$ cat config.mk
export PLATFORM = sky130hd
export DESIGN_NAME = cdb_arbiter
export DESIGN_NICKNAME = d
export VERILOG_FILES = /design/src/rtl/cdb_arbiter.sv
export SDC_FILE = /design/constraint.sdc
export NUM_CORES = 1
export LEC_CHECK = 0
export BUFFER_PORTS_ARGS = -buffer_cell sky130_fd_sc_hd__buf_2
export CORE_UTILIZATION = 40
export DETAILED_ROUTE_END_ITERATION = 12
export PLACE_DENSITY = 0.77
export SLEW_MARGIN = 20
export SYNTH_ARGS = -nofsm -noshare
export SYNTH_HDL_FRONTEND = slang
export SYNTH_SLANG_ARGS = --single-unit
$ cat constraint.sdc
create_clock -name i_clk -period 3.1 [get_ports i_clk]
set_input_delay 0 -clock i_clk [delete_from_list [all_inputs] [get_ports i_clk]]
set_output_delay 0 -clock i_clk [all_outputs]
set_load 0.01 [all_outputs]
$ cat src/rtl/cdb_arbiter.sv
// cdb_arbiter
//   Round-robin arbiter for the common data bus. Execution units (0=ALU, 1=LSB, 2=BR)
//   present finished results. At most one result is granted per cycle. The granted result
//   is broadcast on a registered CDB one cycle after its grant.
//   Results carrying ROB tag 0 have no consumer. They are accepted but not broadcast,
//   and each one is counted in a saturating drop counter.
//
// Ports
//   i_clk         system clock
//   i_rst         asynchronous reset, active-high
//   i_rdy         global pause when low: every register holds and no grant is issued
//   i_reset       synchronous branch-mispredict flush
//   i_req_valid   unit i holds a finished result
//   i_req_tag     ROB tag of unit i (slice i)
//   i_req_data    result value of unit i (slice i)
//   o_req_ready   combinational one-hot grant; the granted unit drops its result after the edge
//   o_cdb_valid   broadcast valid (registered)
//   o_cdb_tag     broadcast ROB tag
//   o_cdb_data    broadcast value
//   o_cdb_src     one-hot source unit of the current broadcast
//   o_drop_cnt    saturating count of discarded tag-0 results
module cdb_arbiter #(
    parameter int unsigned N_REQ      = 3,
    parameter int unsigned ROB_SZ_LOG = 3,
    parameter int unsigned DATA_W     = 32
) (
    input  logic                            i_clk,
    input  logic                            i_rst,
    input  logic                            i_rdy,
    input  logic                            i_reset,
    input  logic [N_REQ-1:0]                i_req_valid,
    input  logic [N_REQ*(ROB_SZ_LOG+1)-1:0] i_req_tag,
    input  logic [N_REQ*DATA_W-1:0]         i_req_data,
    output logic [N_REQ-1:0]                o_req_ready,
    output logic                            o_cdb_valid,
    output logic [ROB_SZ_LOG:0]             o_cdb_tag,
    output logic [DATA_W-1:0]               o_cdb_data,
    output logic [N_REQ-1:0]                o_cdb_src,
    output logic [7:0]                      o_drop_cnt
);

    localparam int unsigned TagW = ROB_SZ_LOG + 1;
    localparam int unsigned PtrW = $clog2(N_REQ);

    logic [PtrW-1:0]   r_ptr;
    logic              r_cdb_valid;
    logic [TagW-1:0]   r_cdb_tag;
    logic [DATA_W-1:0] r_cdb_data;
    logic [N_REQ-1:0]  r_cdb_src;
    logic [7:0]        r_drop_cnt;

    logic              w_found;
    logic [PtrW-1:0]   w_gnt_idx;
    logic [N_REQ-1:0]  w_gnt_oh;
    logic [TagW-1:0]   w_sel_tag;
    logic [DATA_W-1:0] w_sel_data;
    logic [PtrW-1:0]   w_ptr_nxt;
    logic              w_accept;

    // Search ptr, ptr+1, ... with an explicit wrap so N_REQ need not be a power of two.
    always_comb begin
        w_found   = 1'b0;
        w_gnt_idx = '0;
        for (int unsigned k = 0; k < N_REQ; k++) begin
            int unsigned c;
            c = int'(r_ptr) + k;
            if (c >= N_REQ) begin
                c = c - N_REQ;
            end
            if (!w_found && i_req_valid[c]) begin
                w_found   = 1'b1;
                w_gnt_idx = PtrW'(c);
            end
        end
    end

    always_comb begin
        w_gnt_oh   = '0;
        w_sel_tag  = '0;
        w_sel_data = '0;
        for (int unsigned i = 0; i < N_REQ; i++) begin
            w_gnt_oh[i] = w_found && (w_gnt_idx == PtrW'(i));
            if (w_gnt_oh[i]) begin
                w_sel_tag  = i_req_tag[i*TagW +: TagW];
                w_sel_data = i_req_data[i*DATA_W +: DATA_W];
            end
        end
    end

    assign w_ptr_nxt   = (w_gnt_idx == PtrW'(N_REQ - 1)) ? '0 : w_gnt_idx + PtrW'(1);
    // A grant is only handed out on an edge that will actually consume it.
    assign w_accept    = i_rdy & ~i_reset;
    assign o_req_ready = w_gnt_oh & {N_REQ{w_accept}};

    always_ff @(posedge i_clk or posedge i_rst) begin
        if (i_rst) begin
            r_ptr       <= '0;
            r_cdb_valid <= 1'b0;
            r_cdb_tag   <= '0;
            r_cdb_data  <= '0;
            r_cdb_src   <= '0;
            r_drop_cnt  <= '0;
        end else if (i_rdy) begin
            if (i_reset) begin
                // Flush: cancel the broadcast and restart arbitration; the drop count survives.
                r_cdb_valid <= 1'b0;
                r_cdb_src   <= '0;
                r_ptr       <= '0;
            end else if (w_found) begin
                if (w_sel_tag != '0) begin
                    r_cdb_valid <= 1'b1;
                    r_cdb_tag   <= w_sel_tag;
                    r_cdb_data  <= w_sel_data;
                    r_cdb_src   <= w_gnt_oh;
                end else begin
                    r_cdb_valid <= 1'b0;
                    if (r_drop_cnt != 8'hFF) begin
                        r_drop_cnt <= r_drop_cnt + 8'd1;
                    end
                end
                r_ptr <= w_ptr_nxt;
            end else begin
                r_cdb_valid <= 1'b0;
            end
        end
    end

    assign o_cdb_valid = r_cdb_valid;
    assign o_cdb_tag   = r_cdb_tag;
    assign o_cdb_data  = r_cdb_data;
    assign o_cdb_src   = r_cdb_src;
    assign o_drop_cnt  = r_drop_cnt;

endmodule
* After elaboration in Yosys (flattened, before gate mapping) *
Index checks and enable logic that the tools add are counted.

word-level totals
  word-level logic and storage cells = 71
  register bits after elaboration = 50
  output and inout bits = 51
  input bits = 115

operators by class
  muxes and demuxes = 30
  eq/ne operators = 3
  reduce and logical (&&, ||, !) cells = 15
  add/subtract/negate cells = 7
  bitwise operators = 4
  magnitude comparators = 6

operators by type and width
  kind                 count
  $mux 32              6
  $lt 32x3->1 const B  3
  $mux 2               6
  $mux 4               3
  $mux 1               9
  $mux 3               3
  $add 8x1->8 const B  1
  $ne 8x8->1 const B   1
  $sub 3x2->4 const B  2
  $bmux 1 s2           3
  $ge 3x2->1 const B   2
  $logic_and 1x1->1    5
  $reduce_and 5->1     1
  $reduce_and 4->1     1
  $reduce_bool 2->1    2
  $reduce_bool 4->1    1
  $add 2x1->3 const B  1
  $add 2x2->3 const B  1
  $and 3x3->3          1
  $reduce_and 3->1     1
  $sub 2x2->3 const B  1
  $add 2x1->2 const B  1
  $eq 2x1->1 const B   1
  $eq 2x2->1 const B   1
  other kinds (6)      8

* Logic depth before layout (Yosys ltp) *
Gate-level depths: netlist of the first run.

  word-level depth = 20
  mapped depth = 13
  depth with buffers taken out = 9

* Worst setup path before layout of the first run *
No wires, ideal clock.

  path type = flip-flop to flip-flop
  start point = reg r_ptr[0]
  end point = reg r_cdb_tag[0], in the netlist o_cdb_tag[0]
  required time = 2.975 ns
  stages on the path, launching flop included = 14
  setup time = 0.125 ns
  setup slack = 0.251 ns
  path buffers = 4
  arrival time = 2.724 ns
  period minus slack after synthesis = 2.849 ns
  path through = dfrtp_1 inv_1 ha_1 buf_2 and2b_1 o21bai_1 nand2_1 a32o_1 buf_4 a211o_1 buf_4 o21bai_4 buf_6 mux2_4

between the ends
  cells in the longest elaborated chain, start to end = 18
  elaborated cells between the ends (all ways) = 38
  those cells by class = 5 x add/sub; 3 x order compare; 2 x eq/ne; 18 x mux; 10 x reduce/logical

RTL lines
  item                                                                  RTL line  RTL
  start, declared                                                       45        logic [PtrW-1:0] r_ptr;
  start signal, assigned                                                121       r_ptr <= w_ptr_nxt;
  parallel branches: the longest is 18 deep, another holds $sub 3x2->4  -
  end signal, assigned                                                  112       r_cdb_tag <= w_sel_tag;
  end, declared                                                         47        logic [TagW-1:0] r_cdb_tag;

Several ways; the timed one is not identified. The select of a mux whose other input is x is not followed.
A chain may end at the register's enable or synchronous reset.

* Final worst setup path of the first run *
  start point = reg r_ptr[0]
  end point = reg r_drop_cnt[1], in the netlist o_drop_cnt[1]

between the ends
  cells in the longest elaborated chain, start to end = 19
  elaborated cells between the ends (all ways) = 39
  those cells by class = 5 x add/sub; 3 x order compare; 2 x eq/ne; 18 x mux; 1 x bitwise; 10 x reduce/logical

RTL lines
  item                                                                  RTL line  RTL
  parallel branches: the longest is 18 deep, another holds $sub 3x2->4  -
  $reduce_and 5->1 (no line) (*)                                        -
  end signal, assigned                                                  118       r_drop_cnt <= r_drop_cnt + 8'd1;
  end, declared                                                         50        logic [7:0] r_drop_cnt;

Every way passes the cells marked *. The select of a mux whose other input is x is not followed.

==> flow_summary.json, run 1 <==
{
  "holdPathStages": 3,
  "vias": 2988,
  "r2r.worst_path.cells": 11,
  "use_met1": 0.291,
  "clk_pin_slew_ns": 0.09,
  "grt_max_degree": 51,
  "ys_warn_count": 0,
  "grt_pass1_vias": 2795,
  "top_usage_layer": "met2",
  "synth-edff-count": 0,
  "worstPathMaxFanout": 14,
  "diodes": 0,
  "synth_seq_cells": 50,
  "final_cells": 552,
  "cp.required_ns": 3.29,
  "grt_usage": 0.226,
  "die_h_um": 87.5,
  "cts.sinks": 50,
  "setup_viol": 0,
  "cp-end-kind": "flop",
  "max_slew_margin": 0.437,
  "seq_area_frac_synth": 0.428,
  "max-cap-violations": 0,
  "drc": 0,
  "cts_buffer_depth": 2,
  "syn-num-nets": 386,
  "cts-root-buf": "clkbuf_8",
  "fin_crit_sh": 0.957,
  "n_fill_cell": 615,
  "routed_wl_um": 8420,
  "postRouteAntennaNets": 0,
  "worstPathArrival_ns": 3.16,
  "place_hpwl_um": 6300,
  "routed_via_density": 5.41,
  "r2r_slack_ns": 0.13,
  "worstSetupPathType": "reg2reg",
  "num_rows": 30,
  "die_w_um": 87.5,
  "start_util": 0.421,
  "syn_to_final_growth_pct": 44.5,
  "drive_above_1_share": 0.458,
  "skew_ns": 0.00452,
  "drt_iter0_drc": 231,
  "final_net_count": 574,
  "clkLatencyLatePin_ns": 0.30,
  "crit-reg2reg-launch": "r_ptr[0]",
  "hold_violations": 0,
  "synthArstFlopShare": 1.00,
  "startpoint_type": "flop",
  "power_leakage_nw": 2.37,
  "synthFlopType": "dfrtp_1",
  "grt_util_met3": 0.0370,
  "gr-usage-met2": 0.376,
  "max_clock_freq_mhz": 337,
  "cts_buffers": 5,
  "place_inst": 520,
  "die_area_um2": 7660,
  "port_buffers": 165,
  "hold_class": "in2reg",
  "ir_drop_mv": 0.364,
  "antenna_found_initial": 0,
  "drt_pass1_iterations": 8,
  "ys_types": 49,
  "core_um2": 6940,
  "synthCells": 267,
  "pin_count": 166,
  "grt_pass1_wl_um": 13400,
  "globalRouteOverflowTotal": 0,
  "h-tree-depth": 2,
  "worstHoldStart": "i_req_data[41]",
  "finalCriticalPeriod_ns": 2.97,
  "status": "finished, final reports clean",
  "wl_per_cell_um": 15.2,
  "rsz0062_at_grt": "false",
  "syn_area_um2": 2920,
  "syn_avg_cell_area_um2": 11.0,
  "tightest_slew_ns": 0.845,
  "r2r-end": "o_drop_cnt[1]",
  "place_congestion": 0.840,
  "powerDensity_nw_per_um2": 891,
  "setup_tns_ns": 0,
  "tritoncts": "built",
  "maxSlewViolCount": 0,
  "hold-path-endpoint": "o_cdb_data[9]"
}
## area by class of cell
| type | instances | area, µm² | area share |
|---|---|---|---|
| clock buffers | 6 | 82.6 | 0.0195 |
| repair buffers | 202 | 1180 | 0.280 |
| clock inverters | 2 | 12.5 | 0.00296 |
| well taps | 96 | 120 | 0.0284 |
| flip-flops and latches | 50 | 1250 | 0.296 |
| inverters | 41 | 155 | 0.0367 |
| multi-input cells | 155 | 1420 | 0.336 |
## layer usage
metal / routed length, µm / vias up / share of wire
met5: 0 / - / 0
li1: - / 1375 / -
met2: 4270 / 152 / 0.51
met3: 543 / 17 / 0.065
met1: 3420 / 1444 / 0.41
met4: 178 / 0 / 0.021
## how the worst max path moves through the flow
| stage | startpoint | end | slack [ns] | depth (start not counted) |
|---|---|---|---|---|
| floorplan | r_ptr[0] | o_cdb_tag[0] | 0.25 | 13 |
| global placement | r_ptr[1] | o_cdb_tag[2] | 0.13 | 10 |
| detailed placement | r_ptr[1] | o_cdb_tag[0] | 0.02 | 10 |
| CTS | r_ptr[1] | o_cdb_data[2] | 0.08 | 11 |
| global route | r_ptr[0] | o_drop_cnt[1] | 0.004 | 11 |
| finish | r_ptr[0] | o_drop_cnt[1] | 0.13 | 11 |
## cells in the final DEF (no fill, tap or decap), types with 4 or more instances in the layout
cell | netlist | layout
a21o_1 | 4 | 4
a222oi_1 | 32 | 32
and3_1 | 4 | 4
buf_2 | 4 | 165
buf_4 | 5 | 13
clkbuf_8 | 0 | 6
dfrtp_1 | 50 | 50
dlygate4sd3_1 | 0 | 22
inv_1 | 41 | 40
mux2_4 | 4 | 4
mux2i_1 | 34 | 33
nand2_1 | 9 | 9
nand3_1 | 5 | 5
nor4_1 | 5 | 5
xor2_1 | 7 | 7
## kinds of logic (layout without fill, tap and decap cells)
| group | count (synthesis) | count (layout) | share of synthesized area |
|---|---|---|---|
| AO/OA/AOI/OAI | 68 | 68 | 0.226 |
| XOR/XNOR | 7 | 7 | 0.0210 |
| adder cells (fa/ha/maj) | 4 | 4 | 0.0171 |
| buffers and inverters | 62 | 251 | 0.0954 |
| flip-flops | 50 | 50 | 0.428 |
| multiplexers | 39 | 39 | 0.141 |
| AND/OR/NAND/NOR | 37 | 37 | 0.0715 |
## stage by stage
step                      hold WS [ns]  power, mW  area [µm²]  utilization  setup slack, ns
after detailed placement         0.259       3.29        3870        0.557           0.0196
after global placement           0.263       3.23        3870        0.557            0.126
final                          0.00694       3.77        4220        0.608            0.133
after CTS                     0.000238       3.73        4190        0.603           0.0812
after floorplan                 0.0964       2.57        2920            -            0.251
after global routing           0.00348       4.04        4220        0.608          0.00411
## sequential cells by signal (all words and copies together), names as in the netlist
| register | count |
|---|---|
| r_ptr | 2 |
| o_cdb_data | 32 |
| o_cdb_valid | 1 |
| o_cdb_tag | 4 |
| o_cdb_src | 3 |
| o_drop_cnt | 8 |
## what timing repair did
action | in CTS | in global routing
endpoints found under the hold margin | 67 | 0
setup endpoints to repair | 1 | 18
cloned | 0 | 0
hold buffers | 22 | 0
buffers inserted | 0 | 2
gates resized for setup | 1 | 4
## where the power goes
| part | leakage [nW] | switching, mW | internal, mW | total (mW) |
|---|---|---|---|---|
| Sequential | 0.621 | 0.176 | 0.940 | 1.12 |
| Combinational | 1.71 | 1.18 | 1.07 | 2.25 |
| Clock | 0.0472 | 0.218 | 0.180 | 0.397 |
| Total | 2.37 | 1.57 | 2.19 | 3.77 |
## synthesized netlist by cell type (all sizes together) (2+ instances only)
cell type  instances  share of area
mux2i             34           0.12
o21ai              2         0.0034
nor2               3         0.0039
nand2              9          0.012
xor2               7          0.021
clkbuf             9          0.012
o21bai             3          0.013
mux2               5          0.024
a22o               3         0.0090
and3b              2         0.0060
o2bb2ai            3         0.0090
inv               41          0.053
a211o              2         0.0060
nand3              5         0.0086
a21oi              3         0.0051
a21o               4          0.010
a2111o             2         0.0077
nand2b             2         0.0043
and3               4         0.0086
dfrtp             50           0.43
a21boi             3         0.0077
buf               12          0.031
nor4               5          0.011
ha                 4          0.017
nor3               2         0.0051
a222oi            32           0.11
## worst max-delay path, cell delays in order (launching register included)
cell      delay, ns
dfrtp_1        0.39
inv_1          0.07
ha_1           0.34
a22oi_2        0.22
o22a_4         0.20
a221oi_4       0.09
buf_4          0.21
a22o_1         0.26
a211o_1        0.31
buf_4          0.18
nor3_2         0.24
mux2_2         0.36
(Power assumes the default switching activity.)
==> run 2, diff against run 1 <==
RECOVER_POWER = 50   (was unset)
==> flow_summary.json, run 2 (synthesis results as in run 1) <==
{
  "ir_drop_mv": 0.359,
  "setup_viol": 0,
  "globalRouteOverflowTotal": 0,
  "placed_cell_area_um2": 3870,
  "wl_per_cell_um": 15.3,
  "fin_total_pwr_mw": 3.70,
  "drive_above_1_share": 0.353,
  "cts.sinks": 50,
  "stdcell_area_um2": 4160,
  "multi_input_area_um2": 1420,
  "combPwrFrac": 0.589,
  "seq_area_um2": 1250,
  "violations": "max-capacitance violations, max-slew violations",
  "syn_to_final_growth_pct": 42.4,
  "routed_via_density": 5.35,
  "power.share.clock": 0.108,
  "place_congestion": 0.840,
  "drt_iter0_drc": 238,
  "final_common_cell": "buf_2",
  "startpoint_type": "flop",
  "setup_tns_ns": 0,
  "fin_crit_sh": 0.955,
  "final_net_count": 574,
  "pin_count": 166,
  "start_util": 0.421,
  "hold_violations": 0,
  "antenna_found_initial": 0,
  "clk_pin_slew_ns": 0.09,
  "routed_wl_um": 8470,
  "grt_pass1_vias": 2795,
  "tightest_slew_ns": 2.16,
  "crit_start": "r_ptr[0]",
  "cts_buffers": 5,
  "max_clock_freq_mhz": 338,
  "die_h_um": 87.5,
  "status": "finished, violations left",
  "cp.required_ns": 3.29,
  "r2r.worst_path.cells": 11,
  "die_area_um2": 7660,
  "drc": 0,
  "skew_ns": 0.00521,
  "crit-reg2reg-launch": "r_ptr[0]",
  "n_fill_cell": 641,
  "worstPathMaxFanout": 14,
  "postRouteAntennaNets": 0,
  "cts_buffer_depth": 2,
  "vias": 2952,
  "diodes": 0,
  "power_leakage_nw": 2.21,
  "grt_pass1_wl_um": 13400,
  "core_um2": 6940,
  "clkLatencyLatePin_ns": 0.30,
  "finalCriticalPeriod_ns": 2.96,
  "hold_class": "in2reg",
  "grt_usage": 0.226,
  "final_cell_mix": "117 x buf_2, 50 x dfrtp_1, 48 x clkbuf_1, 40 x inv_1, 33 x mux2i_1",
  "final_util": 0.600,
  "max-cap-violations": 1,
  "num_rows": 30,
  "intPower_mw": 2.12,
  "r2r-end": "o_drop_cnt[1]",
  "tritoncts": "built",
  "powerDensity_nw_per_um2": 890,
  "cts-root-buf": "clkbuf_8",
  "p_seq_frac": 0.304,
  "die_w_um": 87.5,
  "switchingPower_mw": 1.59,
  "swShare": 0.428,
  "drt_pass1_iterations": 9,
  "cp-end-kind": "flop",
  "h-tree-depth": 2,
  "maxSlewViolCount": 51,
  "worstPathArrival_ns": 3.15,
  "r2r_slack_ns": 0.14,
  "whs_ns": 0.00467,
  "place_hpwl_um": 6300,
  "rsz0062_at_grt": "false",
  "largest_reg_flops": 32,
  "worstSetupPathType": "reg2reg",
  "crit_path_end": "o_drop_cnt[1]",
  "max_slew_margin": -0.446,
  "port_buffers": 165,
  "grt_max_degree": 51
}
[run 2: cell types whose count changed in the layout (fill, tap and decap cells not counted), sizes merged]
cell      before  now
clkbuf         6   54
buf          180  132
clkinv         2    1
clkinvlp       1    2
[run 2: worst min-delay path by stage]
stage	start	end	slack, ns	cells past startpoint
global placement	i_rdy	o_cdb_valid	0.26	2
CTS	i_req_data[60]	o_cdb_data[28]	0.0002	3
finish	i_req_data[37]	o_cdb_data[5]	0.005	3
detailed placement	i_rdy	o_cdb_valid	0.26	2
floorplan	i_rdy	o_cdb_valid	0.1	1
global route	i_req_data[60]	o_cdb_data[28]	0.003	3
[run 2: critical path, cell delays in order, from the launching register on]
cell and delay, ns:
dfrtp_1 0.38, inv_1 0.07, ha_1 0.34, a22oi_2 0.22, o22a_4 0.20, a221oi_4 0.09, buf_4 0.21, a22o_1 0.26
a211o_1 0.31, buf_4 0.18, nor3_2 0.24, mux2_2 0.36
[run 2: power by group through the flow]
stage | registers (mW) | logic, mW | clock network [mW]
floorplan | 1.24 | 1.33 | 0
global placement | 1.12 | 2.11 | 0
detailed placement | 1.12 | 2.17 | 0
CTS | 1.11 | 2.20 | 0.409
global route | 1.16 | 2.38 | 0.435
finish | 1.12 | 2.18 | 0.400
[run 2: per-layer routing]
metal,GRT usage,wire length [µm]
met1,0.291,3490
met2,0.376,4300
met3,0.0370,507
met4,0.0969,167
met5,0,0
[run 2: through the flow]
stage                     setup slack [ns]  std cells
after detailed placement            0.0196        520
final                                0.139        552
after floorplan                      0.251        267
after global placement               0.126        520
after global routing               0.00411        552
after CTS                           0.0812        550
[run 2: final cells by class]
type,count,area share
multi-input combinational,155,0.341
clock inverter,2,0.00300
timing repair buffer,202,0.270
tap,96,0.0288
inverter,41,0.0373
clock buffer,6,0.0198
sequential,50,0.300
[run 2: repair_timing]
item / CTS / global route
hold buffers: 22 / 0
resized for setup: 1 / 4
endpoints found under the hold margin: 67 / 0
setup buffers: 0 / 2
endpoints found under the setup margin: 1 / 18
